**config.mk**
```make
export PLATFORM = sky130hd
export DESIGN_NAME = except_redirect_flat
export DESIGN_NICKNAME = d
export VERILOG_FILES = /design/src/rtl/except_redirect_if.sv /design/src/rtl/except_redirect.sv /design/src/flat_wrapper.sv
export SDC_FILE = /design/constraint.sdc
export NUM_CORES = 1
export LEC_CHECK = 0
export CORE_UTILIZATION = 32
export DETAILED_ROUTE_END_ITERATION = 10
export GPL_TIMING_DRIVEN = 0
export MAX_ROUTING_LAYER = met4
export PLACE_DENSITY_LB_ADDON = 0.15
export REMOVE_ABC_BUFFERS = 1
export SYNTH_ARGS = -nofsm -noshare
export SYNTH_HDL_FRONTEND = slang
export SYNTH_SLANG_ARGS = --single-unit
```
**constraint.sdc**
```tcl
create_clock -name clk -period 1.65 [get_ports clk]
set_input_delay 0.4125 -clock clk [delete_from_list [all_inputs] [get_ports clk]]
set_output_delay 0.4125 -clock clk [all_outputs]
set_load 0.1 [all_outputs]
```
**src/rtl/except_redirect_if.sv**
```systemverilog
// Signal bundle between CP0/pipeline/IF and the exception redirect controller.
// The slave modport is the controller; the master modport is its environment.
interface except_redirect_if;
  logic        to_be_flushed;
  logic [31:0] new_pc;
  logic        caused_by_i1;
  logic        caused_by_i2;
  logic        stallreq_mem;
  logic        fetch_ready;
  logic [3:0]  flush;
  logic        kill_i2;
  logic        redirect_valid;
  logic [31:0] redirect_pc;
  logic        busy;
  logic [31:0] exc_count;
  logic [1:0]  dbg_state;

  // Handshake: redirect_valid/redirect_pc hold steady until a cycle with
  // fetch_ready=1; the redirect is consumed at that clock edge.
  modport master (
    output to_be_flushed, new_pc, caused_by_i1, caused_by_i2,
    output stallreq_mem, fetch_ready,
    input  flush, kill_i2, redirect_valid, redirect_pc, busy, exc_count, dbg_state
  );

  modport slave (
    input  to_be_flushed, new_pc, caused_by_i1, caused_by_i2,
    input  stallreq_mem, fetch_ready,
    output flush, kill_i2, redirect_valid, redirect_pc, busy, exc_count, dbg_state
  );
endinterface

```
**src/rtl/except_redirect.sv**
```systemverilog
// Exception/ERET redirect controller: flushes the pipe, drains memory, then
// holds a PC redirect until IF accepts it. Optional counter: REDIRECT_CNT_EN.
module except_redirect #(
  parameter logic [31:0] RESET_PC = 32'hbfc00000
) (
  input  logic              clk,
  input  logic              rst,
  except_redirect_if.slave  bus
);

  typedef enum logic [1:0] {
    S_IDLE     = 2'd0,
    S_DRAIN    = 2'd1,
    S_REDIRECT = 2'd2
  } state_t;

  state_t      r_state;
  logic [31:0] r_redirect_pc;
  logic        r_redirect_valid;
  logic        r_busy;
  logic        w_event;

  assign w_event = (r_state == S_IDLE) && bus.to_be_flushed;

  always_ff @(posedge clk) begin
    if (rst) begin
      r_state          <= S_IDLE;
      r_redirect_pc    <= RESET_PC;
      r_redirect_valid <= 1'b0;
      r_busy           <= 1'b0;
    end else begin
      case (r_state)
        S_IDLE: begin
          if (bus.to_be_flushed) begin
            r_redirect_pc <= bus.new_pc;
            r_busy        <= 1'b1;
            if (bus.stallreq_mem) begin
              r_state          <= S_DRAIN;
              r_redirect_valid <= 1'b0;
            end else begin
              r_state          <= S_REDIRECT;
              r_redirect_valid <= 1'b1;
            end
          end
        end
        S_DRAIN: begin
          // An in-flight bus transaction must complete before IF moves on.
          if (!bus.stallreq_mem) begin
            r_state          <= S_REDIRECT;
            r_redirect_valid <= 1'b1;
          end
        end
        S_REDIRECT: begin
          if (bus.fetch_ready) begin
            r_state          <= S_IDLE;
            r_redirect_valid <= 1'b0;
            r_busy           <= 1'b0;
          end
        end
        default: begin
          r_state          <= S_IDLE;
          r_redirect_valid <= 1'b0;
          r_busy           <= 1'b0;
        end
      endcase
    end
  end

  // MEM/WB survives the event cycle so the faulting bundle's older work retires.
  assign bus.flush          = r_busy ? 4'b1111 : (w_event ? 4'b0111 : 4'b0000);
  assign bus.kill_i2        = w_event && bus.caused_by_i1;
  assign bus.redirect_valid = r_redirect_valid;
  assign bus.redirect_pc    = r_redirect_pc;
  assign bus.busy           = r_busy;
  assign bus.dbg_state      = r_state;

`ifdef REDIRECT_CNT_EN
  logic [31:0] r_exc_count;

  always_ff @(posedge clk) begin
    if (rst) begin
      r_exc_count <= 32'd0;
    end else if (w_event) begin
      r_exc_count <= r_exc_count + 32'd1;
    end
  end

  assign bus.exc_count = r_exc_count;
`else
  assign bus.exc_count = 32'd0;
`endif

endmodule

```
**src/flat_wrapper.sv**
```systemverilog
// flat-port wrapper written by rule: the top's interface ports become plain ports
module except_redirect_flat 
#(
  parameter logic [31:0] RESET_PC = 32'hbfc00000
)
  (clk, rst, bus_to_be_flushed, bus_new_pc, bus_caused_by_i1, bus_caused_by_i2, bus_stallreq_mem, bus_fetch_ready, bus_flush, bus_kill_i2, bus_redirect_valid, bus_redirect_pc, bus_busy, bus_exc_count, bus_dbg_state);
  except_redirect_if bus_i ();
  input  logic clk;
  input  logic rst;
  input wire logic [$bits(bus_i.to_be_flushed)-1:0] bus_to_be_flushed;
  input wire logic [$bits(bus_i.new_pc)-1:0] bus_new_pc;
  input wire logic [$bits(bus_i.caused_by_i1)-1:0] bus_caused_by_i1;
  input wire logic [$bits(bus_i.caused_by_i2)-1:0] bus_caused_by_i2;
  input wire logic [$bits(bus_i.stallreq_mem)-1:0] bus_stallreq_mem;
  input wire logic [$bits(bus_i.fetch_ready)-1:0] bus_fetch_ready;
  output wire logic [$bits(bus_i.flush)-1:0] bus_flush;
  output wire logic [$bits(bus_i.kill_i2)-1:0] bus_kill_i2;
  output wire logic [$bits(bus_i.redirect_valid)-1:0] bus_redirect_valid;
  output wire logic [$bits(bus_i.redirect_pc)-1:0] bus_redirect_pc;
  output wire logic [$bits(bus_i.busy)-1:0] bus_busy;
  output wire logic [$bits(bus_i.exc_count)-1:0] bus_exc_count;
  output wire logic [$bits(bus_i.dbg_state)-1:0] bus_dbg_state;
  assign bus_i.to_be_flushed = bus_to_be_flushed;
  assign bus_i.new_pc = bus_new_pc;
  assign bus_i.caused_by_i1 = bus_caused_by_i1;
  assign bus_i.caused_by_i2 = bus_caused_by_i2;
  assign bus_i.stallreq_mem = bus_stallreq_mem;
  assign bus_i.fetch_ready = bus_fetch_ready;
  assign bus_flush = bus_i.flush;
  assign bus_kill_i2 = bus_i.kill_i2;
  assign bus_redirect_valid = bus_i.redirect_valid;
  assign bus_redirect_pc = bus_i.redirect_pc;
  assign bus_busy = bus_i.busy;
  assign bus_exc_count = bus_i.exc_count;
  assign bus_dbg_state = bus_i.dbg_state;
  except_redirect #(.RESET_PC(RESET_PC)) u_core (.clk(clk), .rst(rst), .bus(bus_i));
endmodule
```
# --- After elaboration in Yosys (flattened, before gate mapping) ---
# Cells that the tools add are included.
op_classes:
  addsub: 0
  multipliers: 0
  div_mod_pow: 0
  n_lt_le_gt_ge: 0
  n_eq_ne: 5
  shifts: 0
  mux: 14
  bitwise: 1
  n_reduce_logical: 6
op_table:
  columns: ["operator", "n"]
  rows:
  - ["$mux 2", 4]
  - ["$ne 2x2->1 const B", 3]
  - ["$pmux 1 s3", 2]
  - ["$pmux 2 s3", 1]
  - ["$reduce_and 3->1", 2]
  - ["$mux 1", 5]
  - ["$mux 4", 1]
  - ["$mux 3", 1]
  - ["$eq 2x1->1 const B", 1]
  - ["$eq 2x2->1 const B", 1]
  - ["$logic_and 1x1->1", 2]
  - ["$logic_not 2->1", 1]
  - ["$reduce_and 2->1", 1]
  - ["$not 1->1", 1]
totals:
  ff_bits: 36
  latch_bits: 0
  ramBits: 0
  mem_bits_ro: 0
  in_bits: 39
  output_inout_bits: 73
  wordCells: 30
  n_memories: 0

# --- Logic depth before layout (Yosys ltp) ---
# Gate-level depths: netlist of run 1.
depth:
  depth_word: 4
  depth_mapped: 5
  depth_no_buf: 3

# --- Least setup slack after synthesis of run 1 ---
# OpenSTA, ideal clock, no wires.
synth_timing:
  path_kind: "register to output"
  startpoint: "reg u_core.r_state[0], in the netlist u_core.bus.dbg_state[0]"
  endpoint: "out bus_flush[1]"
  arrival_time_ns: 2.498
  required_ns: 1.237
  path_slack_ns: -1.261
  stages_incl_launch_ff: 5
  path_buffers: 2
  path_cell_list: "dfxtp_1 or3b_1 buf_6 nand2b_1 buf_4"
synth_between:
  elab_chain_len: 4
synth_lines:
  columns: ["element", "line", "rtl"]
  rows:
  - ["start, declared", "except_redirect.sv:17", "state_t r_state;"]
  - ["start signal, assigned", "except_redirect.sv:27", "r_state <= S_IDLE;"]
  - ["start signal, assigned", "except_redirect.sv:38", "r_state <= S_DRAIN;"]
  - ["start signal, assigned", "except_redirect.sv:41", "r_state <= S_REDIRECT;"]
  - ["$logic_not 2->1", "except_redirect.sv:23", "assign w_event = (r_state == S_IDLE) && bus.to_be_flushed;"]
  - ["$logic_and 1x1->1", "except_redirect.sv:23", null]
  - ["$mux 3", "except_redirect.sv:70", "assign bus.flush = r_busy ? 4'b1111 : (w_event ? 4'b0111 : 4'b0000);"]
  - ["$mux 4", "except_redirect.sv:70", null]
  - ["end, declared", "flat_wrapper.sv:16", "output wire logic [$bits(bus_i.flush)-1:0] bus_flush;"]
# Every way passes these cells.

# --- Final worst setup path of run 1 ---
layout_timing:
  startpoint: "in bus_to_be_flushed"
  endpoint: "out bus_flush[2]"
layout_between:
  elab_chain_len: 3
layout_lines:
  columns: ["element", "line", "rtl"]
  rows:
  - ["start, declared", "flat_wrapper.sv:10", "input wire logic [$bits(bus_i.to_be_flushed)-1:0] bus_to_be_flushed;"]
  - ["$logic_and 1x1->1", "except_redirect.sv:23", null]
  - ["$mux 3", "except_redirect.sv:70", null]
  - ["$mux 4", "except_redirect.sv:70", null]
# Every way passes these cells.

==> results of run 1 <==
==> through the flow <==
step / setup slack (ns) / instances
finish: -0.1522 / 336
global route: -0.1886 / 336
CTS: -0.1643 / 333
detailed placement: -2.151 / 323
global placement: -2.804 / 322
floorplan: -3.123 / 177
==> repair_timing <==
item,in CTS,in global routing
buffers inserted,2,3
gates resized for setup,171,6
hold endpoints to repair,0,0
pin swaps,0,1
cloned,1,0
setup endpoints to repair,74,9
==> area by class of cell <==
class	count	share of cell area, %
clock inverters	1	0.2057
multi-input cells	140	26.84
flip-flops and latches	35	29.10
repair buffers	84	36.40
inverters	3	0.6170
well taps	67	3.445
clock buffers	6	3.393
==> metal layers <==
| layer | GRT usage, % | up-vias |
|---|---|---|
| met3 | 6.250 | 2 |
| li1 | - | 695 |
| met5 | - | - |
| met4 | 4.575 | 0 |
| met1 | 17.45 | 607 |
| met2 | 25.44 | 66 |
==> cell usage in the layout, fill, tap and decap left out <==
cell	synthesis	layout
buf_8	0	1
nor2_1	1	1
nand2_1	55	55
or3b_4	0	1
buf_12	1	4
buf_2	4	5
nand3_1	10	10
clkinv_2	0	1
clkdlybuf4s50_1	0	35
o31ai_1	1	1
o21bai_1	1	1
nor3b_4	0	1
and2_4	0	1
or3b_2	0	1
a22oi_1	1	1
clkdlybuf4s15_2	0	30
a21oi_1	23	23
dfxtp_4	0	2
clkinvlp_4	0	1
conb_1	1	32
o32a_1	1	1
dfxtp_1	35	33
clkdlybuf4s18_2	0	4
nand2_2	9	9
inv_1	2	2
buf_4	36	5
clkbuf_8	0	6
nand2b_4	0	1
nor3b_1	1	1
==> logic make-up after synthesis <==
group | synth area share, %
other cells | 0.2384
simple gates | 22.75
flops | 44.55
buf+inv | 23.07
compound gates | 9.388
==> tightest hold or removal path, delay by kind of cell (launching register included) <==
kind               cells  cell delay, ns
DFF                    1            0.31
and+or+nand+nor        1            0.05
AOI/OAI and AO/OA      1            0.05
==> worst max-delay path by stage <==
stage / depth (start not counted) / startpoint / to
2_1_floorplan: 2 / u_core.bus.dbg_state[1] / bus_flush[0]
3_3_place_gp: 4 / bus_to_be_flushed / bus_kill_i2
3_5_place_dp: 4 / bus_to_be_flushed / bus_flush[2]
4_1_cts: 3 / u_core.bus.dbg_state[0] / bus_flush[2]
5_1_grt: 4 / bus_to_be_flushed / bus_flush[2]
6_report: 4 / bus_to_be_flushed / bus_flush[2]
==> state kept, by name, indices dropped and copies added, names as in the netlist <==
register                count
u_core.bus.redirect_pc     32
u_core.bus.dbg_state        2
u_core.bus.busy             1
==> power groups by stage <==
stage / combinational [uW] / sequential, uW / clock (uW)
6_report: 1330 / 945 / 607
5_1_grt: 1380 / 954 / 679
4_1_cts: 1320 / 948 / 639
3_5_place_dp: 1300 / 965 / 0
3_3_place_gp: 1290 / 962 / 0
2_1_floorplan: 528 / 1440 / 0
==> flow_summary.toml, run 1 <==
[global_routing]
grt.overflow.total = 0
grt_pass1_vias = 1262
grt_use_total_pct = 15.54
antenna_found_initial = 0
grt_max_degree = 28
grt_first_pass_wirelength_mm = 5.920

[cts]
tritoncts = "built"
cts_max_level = 2
clk_pin_slew_ns = 0.06
numClockSinks = 35
worstSkewPairLatency_ns = 0.28
postCtsHoldBufs = 0
cts_inserted_buffers = 5
cts_buffer_depth = 2
cts_root_buf = "clkbuf_8"

[timing]
rsz0062_at_grt = "true"
fin_ws_ns = -0.1522
hold_slack_ns = 0.4533
fin_crit_sh_pct = 109.2
maxSlewViolCount = 0
fin_crit_ns = 1.802
finalSetupViolations = 3
fin_setup_tns_ns = -0.4544
skew_ns = 0.004584
fmax_ghz = 0.5549
max_slew_margin_pct = 58.07
tightest_slew_ns = 0.6290
hold_viol = 0

[power]
power.switching_uw = 1369
pwr-share-clk_pct = 21.1
cellLeakagePower_uw = 0.001025
p_sw_share_pct = 47.50
combPwrFrac_pct = 46.1
p_total_uw = 2881
ir_drop_uv = 475.4
seqPwrFrac_pct = 32.8
intPower_uw = 1513
power.density_mw_per_mm2 = 1184

[worst_setup_path]
regToRegEndpoint = "u_core.bus.redirect_pc[7]"
rr_worst_depth = 4
critPathMaxStageDelay_ns = 0.42
path_cells = "clkdlybuf4s15_2, or3b_4, nand2b_4, buf_12"
worstSetupPathType = "in -> out"
regToRegStartpoint = "u_core.bus.dbg_state[1]"
cp_max_fo = 5
crit_slowest_cell = "or3b_4"
rrSetupSlack_ns = 0.11
worst-path-buf-inv = 2
cp.arrival_ns = 1.39
critical_path.top_delay_family = "simple AND/OR/NAND/NOR gates"
crit_required_ns = 1.24
endpoint_kind = "primary output"
critPathLaunchType = "primary input"

[hold_path]
hp-class = "reg -> reg"
holdPathStages = 2
min_to = "u_core.bus.redirect_pc[17]"
min_from = "u_core.bus.redirect_pc[17]"

[place]
port_buffers = 78
placed_area_mm2 = 0.002223
detailed_place_hpwl_mm = 2.274
gp_congestion = 0.6608

[logic_synthesis]
synth_flop_cell = "dfxtp_1"
yosysMostFrequentCell = "nand2_1"
yosysTopAreaCellShare_pct = 44.55
yosysUniqueCellTypes = 23
synth_area_leaders = "dfxtp_1 (45%), buf_4 (17%), nand2_1 (13%), a21oi_1 (7.3%), nand2_2 (3.6%)"
ys_seq_area_share_pct = 44.55
post_synth.cell_area_avg_um2 = 8.191
yosys-top-cells-count = "nand2_1 (55), buf_4 (36), dfxtp_1 (35), a21oi_1 (23), nand3_1 (10)"
synth_warnings = 0
synth_area_leader_cell = "dfxtp_1"
synth_edf_count = 0
synth_cells = 192
ys_ff_latch = 35
syn_area_mm2 = 0.001573
ys_async_sr_fraction_pct = 0

[cells_and_area]
stdcell_area_mm2 = 0.002434
n_antenna_cell = 0
multi_input_area_um2 = 653.1
syn_to_final_growth_pct = 54.73
fillers = 466
seqCellArea_um2 = 708.2
postLayoutCoreUtil_pct = 51.52
layout-drive-gt1-share_pct = 27.14
nets = 308

[route]
drc_errors = 0
drt.antenna.violating_nets = 0
wl_met3_um = 330
num_vias = 1370
firstDrtPassIters = 4
drt_wl_total_mm = 3.699
met1Wirelength_mm = 1.622
met2_length_mm = 1.723
top_layer = "met4"
wire_per_inst_um = 11.01
drtIter0Drc = 37
viasPerCell = 4.077

[floorplan]
top_level_ports = 112
die_h_um = 72.11
die_x_um = 72.11
rows = 25
core_area_mm2 = 0.004723
die_area_mm2 = 0.005199
initial_core_util_pct = 33.30

[outcome]
violations = "setup timing"
status = "finished, violations left"

[flow_run]
drv_cap = 0
No activity file was read; power rests on OpenSTA's default activity.
==> run 2: changes to the inputs <==
--- a/config.mk
+++ b/config.mk
@@ -5,6 +5,7 @@
 export SDC_FILE = /design/constraint.sdc
 export NUM_CORES = 1
 export LEC_CHECK = 0
+export CORE_MARGIN = 2
 export CORE_UTILIZATION = 32
 export DETAILED_ROUTE_END_ITERATION = 10
 export GPL_TIMING_DRIVEN = 0
==> run 2 against run 1 <==
Against the previous run:
- the flow still finishes with violations (setup timing)
- cell area increased by 0.77%
- via count increased by 1.5%
- clock-buffer cell count unchanged
- worst setup slack better by 0.012 ns
- power is 0.42% higher
- register-to-register slack barely moved
- maximum frequency is 0.67% higher
- cell count increased by 0.89%
- routed wire length rose by 2.7%
- sequential share of layout area down 0.22 points
- non-clock buffer count is 3 higher
- utilization up 0.40 points
- largest power group unchanged
==> flow_summary.toml, run 2 (synthesized netlist as in run 1, its figures left out) <==
[power]
pwr-share-clk_pct = 21.1
seqPwrFrac_pct = 32.7
intPower_uw = 1519
p_sw_share_pct = 47.50
ir_drop_uv = 593.3
combPwrFrac_pct = 46.2
p_total_uw = 2894
cellLeakagePower_uw = 0.001041
power.density_mw_per_mm2 = 1180
power.switching_uw = 1374

[cts]
cts_buffer_depth = 2
cts_inserted_buffers = 5
tritoncts = "built"
cts_max_level = 2
postCtsHoldBufs = 0
clk_pin_slew_ns = 0.07
numClockSinks = 35
cts_root_buf = "clkbuf_8"
worstSkewPairLatency_ns = 0.28

[worst_setup_path]
crit_required_ns = 1.24
rrSetupSlack_ns = 0.10
cp_max_fo = 4
regToRegStartpoint = "u_core.bus.dbg_state[0]"
cp.arrival_ns = 1.38
rr_worst_depth = 4
regToRegEndpoint = "u_core.bus.redirect_pc[20]"
worstSetupPathType = "reg -> out"
endpoint_kind = "primary output"
critPathLaunchType = "flop"

[hold_path]
min_to = "u_core.bus.redirect_pc[12]"
min_from = "u_core.bus.redirect_pc[12]"
holdPathStages = 2
hp-class = "reg -> reg"

[timing]
rsz0062_at_grt = "true"
fin_setup_tns_ns = -0.5357
skew_ns = 0.005808
fmax_ghz = 0.5586
fin_ws_ns = -0.1401
finalSetupViolations = 4
fin_crit_ns = 1.790
tightest_slew_ns = 0.5867
hold_viol = 0
fin_crit_sh_pct = 108.5
max_slew_margin_pct = 60.89
maxSlewViolCount = 0

[floorplan]
initial_core_util_pct = 33.30
die_h_um = 74.11
die_x_um = 74.11
core_area_mm2 = 0.004723
top_level_ports = 112
die_area_mm2 = 0.005492
rows = 25

[flow_run]
drv_cap = 0

[route]
drc_errors = 0
drt.antenna.violating_nets = 0
firstDrtPassIters = 2
num_vias = 1391
drt_wl_total_mm = 3.799
drtIter0Drc = 24
viasPerCell = 4.103
wire_per_inst_um = 11.21

[global_routing]
antenna_found_initial = 0
grt.overflow.total = 0
grt_pass1_vias = 1289
grt_use_total_pct = 15.08
grt_max_degree = 28
grt_first_pass_wirelength_mm = 6.037

[cells_and_area]
postLayoutCoreUtil_pct = 51.92
nets = 311
n_antenna_cell = 0
syn_to_final_growth_pct = 55.93
layout-drive-gt1-share_pct = 27.94
final_cell_mix = "nand2_1 (55), clkdlybuf4s50_1 (35), dfxtp_1 (33)"
layout_commonest_cell = "nand2_1"
largest_reg_flops = 32

[outcome]
violations = "setup timing"
status = "finished, violations left"

[place]
port_buffers = 78
gp_congestion = 0.6532
detailed_place_hpwl_mm = 2.386
## run 2: changes by cell type in the layout (fill, tap and decap cells not counted), sizes merged
cell,change
clkdlybuf4s15,-3
buf,+3
clkdlybuf4s18,+3
## run 2: worst max-delay path, cell delays in order, from the launching register on
cell	delay, ns
dfxtp_4	0.36
or3b_4	0.42
nand2b_4	0.13
buf_12	0.18
## run 2: how the worst max path moves through the flow
stage | start | end | slack, ns | cells past startpoint
2_1_floorplan | u_core.bus.dbg_state[1] | bus_flush[0] | -3.12 | 2
3_3_place_gp | bus_to_be_flushed | bus_kill_i2 | -2.75 | 4
3_5_place_dp | bus_to_be_flushed | bus_flush[1] | -2.15 | 4
4_1_cts | u_core.bus.dbg_state[1] | bus_flush[1] | -0.15 | 3
5_1_grt | u_core.bus.dbg_state[0] | bus_flush[2] | -0.18 | 3
6_report | u_core.bus.dbg_state[0] | bus_flush[1] | -0.14 | 3
## run 2: area by class of cell
cell class              instances  area (um^2)
repair buffers                 87        904.6
fillers                       460         2271
flip-flops and latches         35        708.2
clock inverters                 1        5.005
inverters                       3        15.01
clock buffers                   6        82.58
well taps                      67        83.83
multi-input cells             140        653.1
## run 2: timing repair
action,4_1_cts,5_1_grt
pin swaps,3,1
gates resized for setup,170,10
setup endpoints to repair,74,13
hold endpoints to repair,0,0
buffers inserted,7,1
gates cloned,1,0
## run 2: routing by layer
metal	global-route usage (%)	routed length (um)
met5	-	0
met4	4.242	47
met3	5.556	345
met2	23.71	1799
met1	18.15	1605
## run 2: power by group through the flow
stage	sequential, uW	clock [uW]	combinational (uW)
6_report	945	612	1340
5_1_grt	953	680	1390
4_1_cts	945	638	1340
3_5_place_dp	966	0	1300
3_3_place_gp	962	0	1290
2_1_floorplan	1440	0	528
## run 2: through the flow
step / worst slack [ns] / area, um^2 / hold slack, ns / std cells
global placement: -2.746 / 2202 / 0.4408 / 322
finish: -0.1401 / 2452 / 0.4530 / 339
global route: -0.1812 / 2452 / 0.4772 / 339
floorplan: -3.123 / 1338 / 0.4816 / 177
detailed placement: -2.147 / 2223 / 0.4478 / 323
CTS: -0.1488 / 2456 / 0.4555 / 338
